File: config.mk
export PLATFORM = sky130hd
export DESIGN_NAME = dp_run_controller
export DESIGN_NICKNAME = d
export VERILOG_FILES = /design/src/rtl/dp_run_pkg.sv /design/src/rtl/rise_detect.sv /design/src/rtl/dp_run_controller.sv
export SDC_FILE = /design/constraint.sdc
export NUM_CORES = 1
export LEC_CHECK = 0
export CELL_PAD_IN_SITES_DETAIL_PLACEMENT = 1
export CELL_PAD_IN_SITES_GLOBAL_PLACEMENT = 1
export CORE_UTILIZATION = 32
export DETAILED_ROUTE_END_ITERATION = 6
export MAX_ROUTING_LAYER = met4
export PLACE_DENSITY_LB_ADDON = 0.1
export SLEW_MARGIN = 20
export SYNTH_ARGS = -nofsm -noshare
export SYNTH_HDL_FRONTEND = slang
export SYNTH_SLANG_ARGS = --single-unit
File: constraint.sdc
create_clock -name clk -period 3.67 [get_ports clk]
set_input_delay 0.734 -clock clk [delete_from_list [all_inputs] [get_ports clk]]
set_output_delay 0.734 -clock clk [all_outputs]
set_load 0.005 [all_outputs]
File: src/rtl/dp_run_pkg.sv
// Shared types for the datapath run controller: the run-state encoding and helpers.
package dp_run_pkg;

  localparam int STATE_W = 3;

  typedef enum logic [STATE_W-1:0] {
    ST_IDLE  = 3'd0,
    ST_RESET = 3'd1,
    ST_RUN   = 3'd2,
    ST_STEP  = 3'd3,
    ST_DONE  = 3'd4
  } run_state_e;

  function automatic logic state_is_busy(input run_state_e s);
    return (s == ST_RESET) || (s == ST_RUN) || (s == ST_STEP);
  endfunction

  function automatic logic state_holds_dp_rst(input run_state_e s);
    return (s == ST_IDLE) || (s == ST_RESET);
  endfunction

endpackage

File: src/rtl/rise_detect.sv
// One-cycle pulse on each 0->1 transition of d; history clears on reset.
module rise_detect (
  input  logic clk,
  input  logic rst,
  input  logic d,
  output logic rise
);

  logic d_q;
  logic d_d;

  always_comb begin
    d_d = d;
  end

  always_ff @(posedge clk) begin
    if (rst) begin
      d_q <= 1'b0;
    end else begin
      d_q <= d_d;
    end
  end

  assign rise = d & ~d_q;

endmodule

File: src/rtl/dp_run_controller.sv
// Run controller for the single-cycle datapath: reset sequencing, free-run or
// single-step clock enable, executed-cycle counting, halt/abort/timeout stop.
module dp_run_controller
  import dp_run_pkg::*;
#(
  parameter int RST_CYCLES = 4,
  parameter int ADDR_W     = 32,
  parameter int CNT_W      = 32,
  parameter int TIMEOUT    = 1000
) (
  input  logic              clk,
  input  logic              rst,
  input  logic              start,
  input  logic              abort,
  input  logic              mode,
  input  logic              step,
  input  logic [ADDR_W-1:0] halt_addr,
  input  logic [ADDR_W-1:0] pc,
  output logic              dp_rst,
  output logic              dp_en,
  output logic              busy,
  output logic              done,
  output logic              timed_out,
  output logic [CNT_W-1:0]  cycle_cnt,
  output run_state_e        dbg_state
);

  localparam int              RST_W       = $clog2(RST_CYCLES + 1);
  localparam logic [RST_W-1:0] RST_LAST   = RST_W'(RST_CYCLES - 1);
  localparam logic [CNT_W-1:0] TIMEOUT_CNT = CNT_W'(TIMEOUT);
  localparam logic             TIMEOUT_ON  = (TIMEOUT != 0);

  run_state_e       state_q, state_d;
  logic [RST_W-1:0] rst_cnt_q, rst_cnt_d;
  logic [CNT_W-1:0] cycle_cnt_q, cycle_cnt_d;
  logic             mode_q, mode_d;
  logic             dp_rst_q, dp_rst_d;
  logic             busy_q, busy_d;
  logic             done_q, done_d;
  logic             timed_out_q, timed_out_d;

  logic             step_rise;
  logic             halt_hit;
  logic             exec_slot;
  logic [CNT_W-1:0] cnt_inc;
  logic             timeout_hit;

  rise_detect u_step_rise (
    .clk  (clk),
    .rst  (rst),
    .d    (step),
    .rise (step_rise)
  );

  // halt_addr is compared live; the instruction at the halt PC is never executed.
  assign halt_hit  = (pc == halt_addr);
  assign exec_slot = (state_q == ST_RUN) || ((state_q == ST_STEP) && step_rise);
  assign dp_en     = exec_slot && !halt_hit && !abort && !rst;

  assign cnt_inc     = (&cycle_cnt_q) ? cycle_cnt_q : cycle_cnt_q + 1'b1;
  assign timeout_hit = TIMEOUT_ON && dp_en && (cnt_inc == TIMEOUT_CNT);

  always_comb begin
    state_d     = state_q;
    rst_cnt_d   = rst_cnt_q;
    cycle_cnt_d = cycle_cnt_q;
    mode_d      = mode_q;
    timed_out_d = timed_out_q;

    if (dp_en) begin
      cycle_cnt_d = cnt_inc;
    end

    case (state_q)
      ST_IDLE, ST_DONE: begin
        // start outranks abort here; abort has no effect outside a run.
        if (start) begin
          state_d     = ST_RESET;
          rst_cnt_d   = '0;
          cycle_cnt_d = '0;
          timed_out_d = 1'b0;
          mode_d      = mode;
        end
      end
      ST_RESET: begin
        if (abort) begin
          state_d     = ST_DONE;
          timed_out_d = 1'b0;
        end else if (rst_cnt_q == RST_LAST) begin
          state_d = mode_q ? ST_STEP : ST_RUN;
        end else begin
          rst_cnt_d = rst_cnt_q + 1'b1;
        end
      end
      ST_RUN, ST_STEP: begin
        if (abort || halt_hit) begin
          state_d     = ST_DONE;
          timed_out_d = 1'b0;
        end else if (timeout_hit) begin
          state_d     = ST_DONE;
          timed_out_d = 1'b1;
        end
      end
      default: begin
        state_d = ST_IDLE;
      end
    endcase

    dp_rst_d = state_holds_dp_rst(state_d);
    busy_d   = state_is_busy(state_d);
    done_d   = (state_d == ST_DONE);
  end

  always_ff @(posedge clk) begin
    if (rst) begin
      state_q     <= ST_IDLE;
      rst_cnt_q   <= '0;
      cycle_cnt_q <= '0;
      mode_q      <= 1'b0;
      dp_rst_q    <= 1'b1;
      busy_q      <= 1'b0;
      done_q      <= 1'b0;
      timed_out_q <= 1'b0;
    end else begin
      state_q     <= state_d;
      rst_cnt_q   <= rst_cnt_d;
      cycle_cnt_q <= cycle_cnt_d;
      mode_q      <= mode_d;
      dp_rst_q    <= dp_rst_d;
      busy_q      <= busy_d;
      done_q      <= done_d;
      timed_out_q <= timed_out_d;
    end
  end

  assign dp_rst    = dp_rst_q;
  assign busy      = busy_q;
  assign done      = done_q;
  assign timed_out = timed_out_q;
  assign cycle_cnt = cycle_cnt_q;
  assign dbg_state = state_q;

endmodule

==> impl_results.md <==
- Critical path type: input pin to output pin
- Setup tns final: 0 ns
- CTS Buffer Depth: 2
- Worst slew pin tran: 0.674 ns
- Sink count of the clock tree: 44
- I/O Buffers: 109
- Die Y: 100 um
- Max Cap Viol: 0
- Post-cts sizing count: 0
- GR Overflow Total: 0
- Starting Density: 0.333
- Vias per inst: 5.12
- Sequential-to-total area share from yosys stat: 0.284
- Status: completed
- FF-to-FF Start: cycle_cnt[0]
- Critical Path, Cell by Cell: clkdlybuf4s50_1 > xnor2_1 > nand4_1 > nor4_1 > buf_4 > a21bo_2 > inv_2 > clkdlybuf4s50_1
- Wire per inst: 16.2 um
- Crit-path max FO: 6
- Fraction of layout cells with a size suffix above 1: 0.0795
- CP Data Arrival Time: 2.66 ns
- Leak: 1.43 nW
- Avg Cell Area, Syn: 7.86 sq um
- Syn Inst Count: 395
- Peak VDD IR: 0.000131 V
- Fillers: 1171
- Hold endpoint: timed_out
- Clock Pin Slew Worst Setup and Hold Paths: 0.08 ns
- Crit path required time: 2.94 ns
- First-pass GRT wire length: 16800 um
- Synth top cells by count: nor2_1, xnor2_1, dfxtp_1
- Post-DP HPWL: 8140 um
- Die area: 10100 sq um
- Fin crit period: 3.40 ns
- Synth Register Bits: 44
- # diodes: 0
- Ys async rst share: 0
- F_max: 294 MHz
- Final Max Tran Viols: 0
- Storage element area: 881 sq um
- Setup violators final: 0
- CP Launch Type: input pin
- Antenna-violating nets left: 0
- Number of global-route vias before repair: 3349
- Final wirelength: 10200 um
- CP max stage delay: 0.47 ns
- Worst R2R Path Depth: 9
- Cell with the most instances after synthesis: nor2_1
- Mapped Area: 3100 sq um
- Worst skew pair latency: 0.30 ns
- Critical Path Most Common Cell: clkdlybuf4s50_1
- Post-synth top flop: dfxtp_1
- Area occupied by multi-input gates: 2120 sq um
- Skew final: 0.00820 ns
- Hold path cells: 1
- Fin. Hold Viols: 0
- CP max-delay cell: clkdlybuf4s50_1
- Die width: 100 um
- Syn nets: 468
- Critical Path End Type: output pin
- Placer Congestion: 0.807
- Min-Delay Startpoint: timed_out
- Rel. slew slack: 0.551
- Largest net degree at the start of global routing: 34
- FP Rows: 35
- Synth top area cells: dfxtp_1, xnor2_1, nor2_1
- Initial antenna violation count: 0
- Setup bufs post-CTS: 0
- Area Growth Syn to Fin: 43.0%
- Pwr dens: 228 nW/um^2
- Gr usage total: 0.215
- Netlist cell types: 61
- # nets final: 575
- Vias: 3237
- 1st-pass router iterations: 4
- CTS tree: yes
- CTS Hold Buffers Added: 0
- Drc violations: 0
- Core area: 9330 sq um
- Min-delay worst type: flop to flop
- Post-synth EDFFs: 0
- DR iter-0 viols: 104
- Overall Power: 0.00101 W
- Synth warnings: 0
- Period utilisation layout: 0.926
- H-tree levels: 2
- R2r endpoint: dp_rst
- FF-to-FF setup slack: 0.44 ns
- Unrepaired setup endpoints after global routing: no
- CTS buffer count: 5
- Post-synth top area cell: dfxtp_1
- Synth top area share: 0.284
- I/O Pins: 110
- Root Driver: clkbuf_8
==> how the worst max path moves through the flow <==
stage                              from     end  slack [ns]
after floorplan            cycle_cnt[0]  dp_rst        0.93
after global placement    halt_addr[19]   dp_en        0.22
after detailed placement   halt_addr[4]   dp_en        0.24
after CTS                  halt_addr[4]   dp_en        0.23
after global routing             pc[11]   dp_en        0.10
final                      halt_addr[5]   dp_en        0.27
==> layout by cell type (no fill, tap or decap), types with 2 or more instances in the layout <==
master	instances
a2111oi_2	2
a211o_1	2
a21oi_1	18
a31oi_1	2
and2_1	2
and3_1	4
and4_1	2
buf_4	8
clkbuf_8	5
clkdlybuf4s50_1	109
dfxtp_1	44
ha_1	3
inv_1	3
mux2i_1	3
nand2_1	36
nand2b_1	9
nand3_1	18
nand4_1	17
nand4_2	4
nand4b_1	2
nor2_1	66
nor2_2	2
nor2b_1	2
nor3_1	14
nor3_4	3
nor3b_1	3
nor4_1	6
o21a_1	3
o21ai_0	6
o22ai_1	2
o31a_1	3
o31ai_1	2
or2_2	3
or3_1	4
xnor2_1	54
xor2_1	11
==> layer usage <==
| metal | global-route usage | vias up | part of all wire |
|---|---|---|---|
| li1 | - | 1610 | - |
| met1 | 0.266 | 1566 | 0.47 |
| met2 | 0.379 | 54 | 0.50 |
| met3 | 0.0270 | 7 | 0.028 |
| met4 | 0.0390 | 0 | 0.0072 |
| met5 | - | - | 0 |
==> stage by stage <==
step	utilization	setup WS, ns	cell area (sq um)	hold WS, ns	cells
2_1_floorplan	-	0.928	3100	0.451	395
3_3_place_gp	0.464	0.222	4330	0.449	624
3_5_place_dp	0.464	0.236	4330	0.462	624
4_1_cts	0.476	0.225	4440	0.483	632
5_1_grt	0.476	0.101	4440	0.492	632
6_report	0.476	0.272	4440	0.478	632
==> logic make-up (layout without fill, tap and decap cells) <==
kind of cell,Yosys count,after routing,synth area share
adders and majority gates,3,3,0.0121
buffers and inverters,21,129,0.0323
and+or+nand+nor,205,205,0.352
muxes,5,5,0.0181
AOI/OAI and AO/OA,52,52,0.118
xor gates and xnor gates,65,65,0.183
DFF,44,44,0.284
==> worst max-delay path, delay by kind of cell <==
| kind | cells | cell delay (ns) |
|---|---|---|
| AOI/OAI and AO/OA | 1 | 0.17 |
| xor gates and xnor gates | 1 | 0.13 |
| buffers and inverters | 4 | 1.20 |
| and+or+nand+nor | 2 | 0.43 |
==> final cells by class <==
cell class                 count  share of cell area
clock buffer                   6              0.0164
multi-input combinational    330               0.478
clock inverter                 2             0.00789
timing repair buffer         117               0.259
inverter                       4             0.00338
tap                          129              0.0364
sequential                    44               0.198
==> sequential cells by signal (all words and copies together) (netlist names) <==
name / flops
done: 1
busy: 1
timed_out: 1
cycle_cnt: 32
rst_cnt_q: 3
u_step_rise.d_q: 1
mode_q: 1
dp_rst: 1
dbg_state: 3
==> report_power, final <==
part	internal [W]	switching, W
clock network	0.000202	0.000174
registers	0.000481	0.00000305
logic	0.000101	0.0000492
Power figures use the tool's default switching activity.
